**src/rtl/pulse_stretcher_if.sv**
```systemverilog
// Strobe-in / level-out bundle for pulse_stretcher: the event source drives trig,
// the stretcher returns the stretched level plus busy/dropped status.
interface pulse_stretcher_if;
  logic trig;
  logic out;
  logic busy;
  logic dropped;

  modport master (
    output trig,
    input  out,
    input  busy,
    input  dropped
  );

  modport slave (
    input  trig,
    output out,
    output busy,
    output dropped
  );
endinterface

```
**src/rtl/pulse_stretcher.sv**
```systemverilog
// Stretches a trigger strobe into a STRETCH-cycle high level followed by a GAP-cycle holdoff.
// Optional build macro PULSE_STRETCHER_RETRIGGER_EN: a trig while high restarts the level.
module pulse_stretcher #(
  parameter int unsigned STRETCH = 16,
  parameter int unsigned GAP     = 4
) (
  input  logic              Clk,
  input  logic              reset,
  pulse_stretcher_if.slave  bus
);

  localparam int unsigned MaxCnt = (STRETCH > GAP) ? STRETCH : GAP;
  localparam int unsigned CW     = (MaxCnt > 0) ? $clog2(MaxCnt + 1) : 1;

  localparam logic [CW-1:0] StretchLoad = CW'(STRETCH - 1);
  localparam logic [CW-1:0] GapLoad     = (GAP > 0) ? CW'(GAP - 1) : '0;

`ifdef PULSE_STRETCHER_RETRIGGER_EN
  localparam bit RetrigEn = 1'b1;
`else
  localparam bit RetrigEn = 1'b0;
`endif

  typedef enum logic [1:0] {StIdle, StActive, StHoldoff} state_e;

  state_e          state_q, state_d;
  logic [CW-1:0]   cnt_q, cnt_d;
  logic            out_q, out_d;
  logic            busy_q, busy_d;
  logic            dropped_q, dropped_d;

  always_comb begin
    state_d   = state_q;
    cnt_d     = cnt_q;
    out_d     = out_q;
    busy_d    = busy_q;
    dropped_d = 1'b0;
    unique case (state_q)
      StIdle: begin
        if (bus.trig) begin
          state_d = StActive;
          cnt_d   = StretchLoad;
          out_d   = 1'b1;
          busy_d  = 1'b1;
        end
      end
      StActive: begin
        if (RetrigEn && bus.trig) begin
          cnt_d = StretchLoad;
        end else begin
          dropped_d = bus.trig;
          if (cnt_q != '0) begin
            cnt_d = cnt_q - CW'(1);
          end else begin
            out_d = 1'b0;
            if (GAP > 0) begin
              state_d = StHoldoff;
              cnt_d   = GapLoad;
            end else begin
              state_d = StIdle;
              busy_d  = 1'b0;
            end
          end
        end
      end
      StHoldoff: begin
        // A trig on the final holdoff edge is still refused; acceptance needs state==IDLE.
        dropped_d = bus.trig;
        if (cnt_q != '0) begin
          cnt_d = cnt_q - CW'(1);
        end else begin
          state_d = StIdle;
          busy_d  = 1'b0;
        end
      end
      default: begin
        state_d = StIdle;
        cnt_d   = '0;
        out_d   = 1'b0;
        busy_d  = 1'b0;
      end
    endcase
  end

  always_ff @(posedge Clk) begin
    if (reset) begin
      state_q   <= StIdle;
      cnt_q     <= '0;
      out_q     <= 1'b0;
      busy_q    <= 1'b0;
      dropped_q <= 1'b0;
    end else begin
      state_q   <= state_d;
      cnt_q     <= cnt_d;
      out_q     <= out_d;
      busy_q    <= busy_d;
      dropped_q <= dropped_d;
    end
  end

  assign bus.out     = out_q;
  assign bus.busy    = busy_q;
  assign bus.dropped = dropped_q;

endmodule

```
**src/flat_wrapper.sv**
```systemverilog
// flat-port wrapper written by rule: the top's interface ports become plain ports
module pulse_stretcher_flat 
#(
  parameter int unsigned STRETCH = 16,
  parameter int unsigned GAP     = 4
)
  (Clk, reset, bus_trig, bus_out, bus_busy, bus_dropped);
  pulse_stretcher_if bus_i ();
  input  logic Clk;
  input  logic reset;
  input wire logic [$bits(bus_i.trig)-1:0] bus_trig;
  output wire logic [$bits(bus_i.out)-1:0] bus_out;
  output wire logic [$bits(bus_i.busy)-1:0] bus_busy;
  output wire logic [$bits(bus_i.dropped)-1:0] bus_dropped;
  assign bus_i.trig = bus_trig;
  assign bus_out = bus_i.out;
  assign bus_busy = bus_i.busy;
  assign bus_dropped = bus_i.dropped;
  pulse_stretcher #(.STRETCH(STRETCH), .GAP(GAP)) u_core (.Clk(Clk), .reset(reset), .bus(bus_i));
endmodule
```
**config.mk**
```make
export PLATFORM = sky130hd
export DESIGN_NAME = pulse_stretcher_flat
export DESIGN_NICKNAME = d
export VERILOG_FILES = /design/src/rtl/pulse_stretcher_if.sv /design/src/rtl/pulse_stretcher.sv /design/src/flat_wrapper.sv
export SDC_FILE = /design/constraint.sdc
export NUM_CORES = 1
export LEC_CHECK = 0
export CORE_UTILIZATION = 45
export CTS_CLUSTER_DIAMETER = 150
export DETAILED_ROUTE_END_ITERATION = 8
export PLACE_DENSITY = 0.66
export REMOVE_ABC_BUFFERS = 1
export SETUP_SLACK_MARGIN = 0.2
export SKIP_LAST_GASP = 1
export SLEW_MARGIN = 40
export SYNTH_ARGS = -nofsm -noshare
export SYNTH_HDL_FRONTEND = slang
export SYNTH_SLANG_ARGS = --single-unit
```
**constraint.sdc**
```tcl
create_clock -name Clk -period 2.2 [get_ports Clk]
set_input_delay 0.44 -clock Clk [delete_from_list [all_inputs] [get_ports Clk]]
set_output_delay 0.44 -clock Clk [all_outputs]
set_load 0.02 [all_outputs]
```
==> run summary, run 1 <==
Run status
* run status: complete, no violations

Critical path
* Worst R2R Setup Slack: 0.27 ns
* crit path cell chain: inv_1, ha_1, or4b_4, a21oi_1, a21oi_1, a211oi_1
* CP startpoint kind: register
* family with the most delay on the worst path: compound AO/OA/AOI/OAI gates
* Worst Setup Path Type: reg -> reg
* Buffers & Inverters on Critical Path: 1
* Stages on worst setup path: 6
* CP peak stage delay: 0.56 ns
* FF-to-FF path depth: 6
* cell type with the highest occurrence count on the critical path: sky130_fd_sc_hd__a21oi_1
* cell with the biggest individual delay on the critical path: sky130_fd_sc_hd__or4b_4
* worst endpoint data arrival time: 2.08 ns
* Worst Setup EP: u_core.bus.busy
* worst r2r dst: u_core.bus.busy
* worst r2r src: u_core.cnt_q[0]
* Critical Path Source: u_core.cnt_q[0]
* endpoint required time on the critical path: 2.36 ns
* endpoint kind of the worst setup timing path: register
* worst-path fanout max: 7

Logic synthesis
* number of distinct standard cells referenced by the synthesized netlist: 25
* gate count after technology mapping: 71
* async set-or-reset flop fraction in the synthesized netlist: 0%
* post-synthesis sequential element count: 10
* number of synthesized flops with an enable pin: 0
* sequential fraction of the synthesis area: 33.9%
* Post-synth top flop: sky130_fd_sc_hd__dfxtp_1
* warning count from the yosys run: 0
* average size of a mapped cell: 8.32 um^2
* Cell Area, Synth: 591 um^2

Floorplan
* Initial Util: 51.1%
* horizontal die dimension: 38.2 um
* area of the core region: 1160 um^2
* Die Y: 38.2 um
* count of boundary I/O pins: 6
* Core Rows: 12
* floorplan die area: 1460 um^2

Finish
* most frequent cells in the layout: 10 x sky130_fd_sc_hd__a21oi_1, 10 x sky130_fd_sc_hd__dfxtp_1, 8 x sky130_fd_sc_hd__inv_1, 8 x sky130_fd_sc_hd__nor2_1
* signed area change from the synthesized netlist to the final layout: 17.4%
* total area of multi-input combinational cells: 352 um^2
* flip-flop and latch area: 200 um^2
* antenna diode count: 0
* share of post-route cells with drive strength above 1: 10.3%
* count of fill cells added during filler insertion: 101
* area of all placed cells without fillers: 693 um^2
* net count reported at finish: 87

STA
* final worst slack: 0.271 ns
* final-report setup violation count: 0
* fmax: 0.518 GHz
* ratio of final minimum period to clock period: 87.7%
* Hold Worst Slack: 0.503 ns
* Fin Clk Skew: 0.00330 ns
* number of hold-slack violations in the final timing report: 0
* pins over their slew limit: 0
* worst slew pin tran: 0.388 ns
* final sum of negative setup slack: 0 ns
* setup repair after global routing missed its margin: true
* fin crit period: 1.93 ns
* tightest slew margin relative to the limit: 74.0%

Clock tree
* Resized cells post-CTS: 0
* clock latency on the worst-skew pair: 0.26 ns
* number of clock sinks: 10
* root buffer cell: sky130_fd_sc_hd__clkbuf_4
* clock tree from TritonCTS: yes
* hold_buf cts: 0
* # Post-CTS Setup Buffers: 0
* Clock transition at path regs: 0.07 ns
* number of buffers on the longest clock path: 2
* number of buffers added by the clock tree synthesis step: 3
* H-tree levels: 1

Hold path
* Hold Crit Class: reg -> reg

Global route
* first-pass GRT wire length: 2270 um
* largest net degree at the start of global routing: 10
* initial antenna violation count: 0
* overall global routing resource usage: 22.6%
* sum of overflow across all layers after global routing: 0
* vias in the first global route: 530

Routing
* DRC Markers: 0
* 1st-pass router iterations: 4
* post-detailed-routing wire length: 1350 um
* DRC marker count from the first detailed-route iteration: 18
* Post-DRT Antenna Nets: 0
* average vias per placed instance: 5.86
* average wire per standard cell: 14.7 um
* total number of vias: 539

Power
* IR Drop Worst-Case VDD: 493 uV
* Power Total: 756 uW
* Cell Pwr Density: 1090 nW/um^2
* Leakage: 0.285 nW

Place
* Routability Congestion: 0.873
* number of port buffers: 5
* cell area after placement: 647 um^2
* Place WS: 0.241 ns
* HPWL after detailed placement: 945 um

Job
* max-cap viol count: 0

## report_power, final
part	switching (mW)	leakage, nW	internal [mW]
combinational	0.188	0.182	0.140
sequential	0.0444	0.0827	0.223
clock	0.0605	0.0210	0.100
total	0.293	0.285	0.463
## metrics by stage
step / util (%) / instances
after floorplan: - / 68
after global placement: 56.0 / 88
after detailed placement: 56.0 / 88
after CTS: 59.1 / 92
after global routing: 60.0 / 92
final: 60.0 / 92
## worst min-delay path by stage
stage | startpoint | slack (ns) | end | depth (start not counted)
after floorplan | u_core.cnt_q[1] | 0.46 | u_core.cnt_q[1] | 1
after global placement | u_core.cnt_q[1] | 0.48 | u_core.cnt_q[1] | 1
after detailed placement | u_core.cnt_q[0] | 0.50 | u_core.cnt_q[0] | 1
after CTS | u_core.cnt_q[0] | 0.51 | u_core.cnt_q[0] | 1
after global routing | u_core.cnt_q[1] | 0.53 | u_core.cnt_q[1] | 1
final | u_core.cnt_q[0] | 0.50 | u_core.cnt_q[0] | 1
## logic make-up after synthesis
logic type / share of synthesized area (%)
buffers and inverters: 8.26
adder cells (fa/ha/maj): 10.6
flip-flops: 33.9
AO/OA/AOI/OAI: 28.4
AND/OR/NAND/NOR: 18.9
## Yosys cell counts (2+ instances only)
cell / instances / area share, %
sky130_fd_sc_hd__nor4b_1: 2 / 3.0
sky130_fd_sc_hd__nor3_1: 3 / 2.5
sky130_fd_sc_hd__ha_1: 5 / 11
sky130_fd_sc_hd__dfxtp_1: 10 / 34
sky130_fd_sc_hd__inv_1: 8 / 5.1
sky130_fd_sc_hd__o2bb2ai_1: 2 / 3.0
sky130_fd_sc_hd__nand2_1: 3 / 1.9
sky130_fd_sc_hd__a21oi_1: 10 / 8.5
sky130_fd_sc_hd__a211oi_1: 2 / 2.5
sky130_fd_sc_hd__nor2_1: 8 / 5.1
sky130_fd_sc_hd__o21ai_0: 3 / 2.5
sky130_fd_sc_hd__clkbuf_1: 2 / 1.3
## registers in the layout (all words and copies together), names as in the netlist
name / cells
u_core.cnt_q: 5
u_core.state_q: 2
u_core.bus.busy: 1
u_core.bus.dropped: 1
u_core.bus.out: 1
## final cells by class
class / instances / area share, %
Sequential cell: 10 / 28.9
Tap cell: 14 / 2.53
Clock buffer: 4 / 5.23
Timing Repair Buffer: 6 / 8.30
Inverter: 8 / 4.33
Multi-Input combinational cell: 50 / 50.7
## metal layers
layer	wire, um	part of all wire, %	up-vias	track usage [%]
li1	-	-	266	-
met1	694	51	253	32.0
met2	579	43	18	32.6
met3	71	5.2	2	6.40
met4	8	0.59	0	7.14
met5	0	0	-	0
(Power assumes the default switching activity.)
==> inputs of run 2 (changes only) <==
REMOVE_ABC_BUFFERS = default   (was 1)
==> run summary, run 2 (synthesis gave the netlist of run 1 again) <==
Critical path
* CP startpoint kind: register
* Worst R2R Setup Slack: 0.32 ns, +0.05 ns
* endpoint kind of the worst setup timing path: register
* FF-to-FF path depth: 6, unchanged
* cell with the biggest individual delay on the critical path: sky130_fd_sc_hd__or4b_4
* crit path cell chain: inv_1, ha_1, or4b_4, a211oi_4, nor4b_1, a211o_1
* Worst Setup Path Type: reg -> reg
* CP peak stage delay: 0.54 ns, -0.02 ns
* worst r2r src: u_core.cnt_q[0]
* endpoint required time on the critical path: 2.36 ns, about the same
* worst r2r dst: u_core.cnt_q[3]
* worst endpoint data arrival time: 2.04 ns, -0.04 ns
* worst-path fanout max: 7, unchanged

Global route
* initial antenna violation count: 0, unchanged
* overall global routing resource usage: 20.6%, -2.0 points
* largest net degree at the start of global routing: 10, unchanged
* vias in the first global route: 460, -13%
* sum of overflow across all layers after global routing: 0, unchanged
* first-pass GRT wire length: 2020 um, -11%

Floorplan
* horizontal die dimension: 38.2 um, unchanged
* Core Rows: 12, unchanged
* Die Y: 38.2 um, unchanged
* Initial Util: 51.1%, unchanged
* count of boundary I/O pins: 6, unchanged
* floorplan die area: 1460 um^2, unchanged
* area of the core region: 1160 um^2, unchanged

Clock tree
* Clock transition at path regs: 0.06 ns, about the same
* Resized cells post-CTS: 0, unchanged
* # Post-CTS Setup Buffers: 0, unchanged
* number of clock sinks: 10, unchanged
* number of buffers added by the clock tree synthesis step: 3, unchanged
* root buffer cell: sky130_fd_sc_hd__clkbuf_4
* H-tree levels: 1, unchanged
* hold_buf cts: 0, unchanged
* clock tree from TritonCTS: yes
* number of buffers on the longest clock path: 2, unchanged
* clock latency on the worst-skew pair: 0.27 ns, about the same

Routing
* Post-DRT Antenna Nets: 0, unchanged
* DRC marker count from the first detailed-route iteration: 11, -7
* post-detailed-routing wire length: 1180 um, -13%
* 1st-pass router iterations: 4, unchanged
* total number of vias: 518, -3.9%
* average wire per standard cell: 12.9 um, -12%
* average vias per placed instance: 5.69, -2.8%
* DRC Markers: 0, unchanged

STA
* pins over their slew limit: 0, unchanged
* worst slew pin tran: 0.575 ns, +0.187 ns
* Fin Clk Skew: 0.00401 ns, +0.000705 ns
* fin crit period: 1.88 ns, -0.0517 ns
* final-report setup violation count: 0, unchanged
* tightest slew margin relative to the limit: 61.1%, -13 points
* fmax: 0.533 GHz, +2.8%
* ratio of final minimum period to clock period: 85.3%, -2.4 points
* number of hold-slack violations in the final timing report: 0, unchanged
* setup repair after global routing missed its margin: false
* final sum of negative setup slack: 0 ns, unchanged

Hold path
* Hold Crit Class: reg -> reg
* Worst Hold Endpoint: u_core.cnt_q[1]
* start point of the worst min-delay path: u_core.cnt_q[1]
* Hold Path Cell Cnt: 1, unchanged

Place
* Routability Congestion: 0.940, +7.7%
* cell area after placement: 647 um^2, unchanged
* HPWL after detailed placement: 877 um, -7.1%
* number of port buffers: 5, unchanged

Power
* Cell Pwr Density: 1040 nW/um^2, -4.8%
* IR Drop Worst-Case VDD: 459 uV, -6.9%
* Power Total: 699 uW, -7.5%
* Leakage: 0.276 nW, -3.3%

Finish
* Reg with most FFs: u_core.cnt_q
* net count reported at finish: 87, unchanged
* share of post-route cells with drive strength above 1: 7.79%, -2.5 points
* flip-flop count of the largest register after layout: 5, unchanged
* area of all placed cells without fillers: 673 um^2, -2.9%
* antenna diode count: 0, unchanged
* most frequent cells in the layout: 10 x sky130_fd_sc_hd__a21oi_1, 10 x sky130_fd_sc_hd__dfxtp_1, 8 x sky130_fd_sc_hd__inv_1, 8 x sky130_fd_sc_hd__nor2_1
* utilization after layout: 58.2%, -1.7 points
* count of fill cells added during filler insertion: 96, -5.0%
* signed area change from the synthesized netlist to the final layout: 14.0%
* Regs by FF count: u_core.cnt_q x5, u_core.state_q x2

Logic synthesis
* Synth Net Count: 79

Job
* max-cap viol count: 0, unchanged

Run status
* run status: complete, no violations

## run 2: cell count changes in the layout (fill, tap and decap cells not counted)
| cell | before | now |
|---|---|---|
| sky130_fd_sc_hd__nor4b_1 | 1 | 2 |
| sky130_fd_sc_hd__clkbuf_8 | 1 | 0 |
| sky130_fd_sc_hd__nor4b_2 | 1 | 0 |
## run 2: cell type report
type | instances | area, um^2 | share of cell area [%]
clock buffers | 3 | 22.5 | 3.35
flip-flops and latches | 10 | 200 | 29.7
inverters | 8 | 30.0 | 4.46
well taps | 14 | 17.5 | 2.60
multi-input cells | 50 | 345 | 51.3
repair buffers | 6 | 57.6 | 8.55
## run 2: routing by layer
metal	vias up	part of all wire, %	global-route usage, %	routed length [um]
met5	-	0	0	0
met4	0	3.1	12.5	36
met3	7	3.4	5.23	40
met2	10	41	26.7	488
met1	233	52	29.7	612
li1	268	-	-	-
## run 2: worst max path at each step
stage	startpoint	to	depth (start not counted)
2_1_floorplan	u_core.cnt_q[0]	u_core.cnt_q[3]	7
3_3_place_gp	u_core.cnt_q[0]	u_core.cnt_q[3]	6
3_5_place_dp	u_core.cnt_q[0]	u_core.cnt_q[3]	6
4_1_cts	u_core.cnt_q[0]	u_core.cnt_q[3]	6
5_1_grt	u_core.cnt_q[0]	u_core.cnt_q[1]	6
6_report	u_core.cnt_q[0]	u_core.cnt_q[3]	6
## run 2: stage by stage
step | hold WS (ns) | setup WS [ns] | instances
2_1_floorplan | 0.455 | 0.410 | 71
3_3_place_gp | 0.476 | 0.309 | 88
3_5_place_dp | 0.478 | 0.245 | 88
4_1_cts | 0.487 | 0.246 | 91
5_1_grt | 0.518 | 0.212 | 91
6_report | 0.483 | 0.323 | 91
## run 2: critical path: cells and delay by family (launching register included)
| family | cells | cell delay [ns] |
|---|---|---|
| adders and majority gates | 1 | 0.21 |
| buffers and inverters | 1 | 0.06 |
| DFF | 1 | 0.33 |
| and+or+nand+nor | 2 | 0.63 |
| AOI/OAI and AO/OA | 2 | 0.53 |
## run 2: power breakdown
part	switching (mW)	internal [mW]	leakage, nW	total [mW]
Combinational	0.174	0.136	0.179	0.310
Clock	0.0627	0.0633	0.0138	0.126
Sequential	0.0402	0.223	0.0827	0.263
Total	0.277	0.422	0.276	0.699
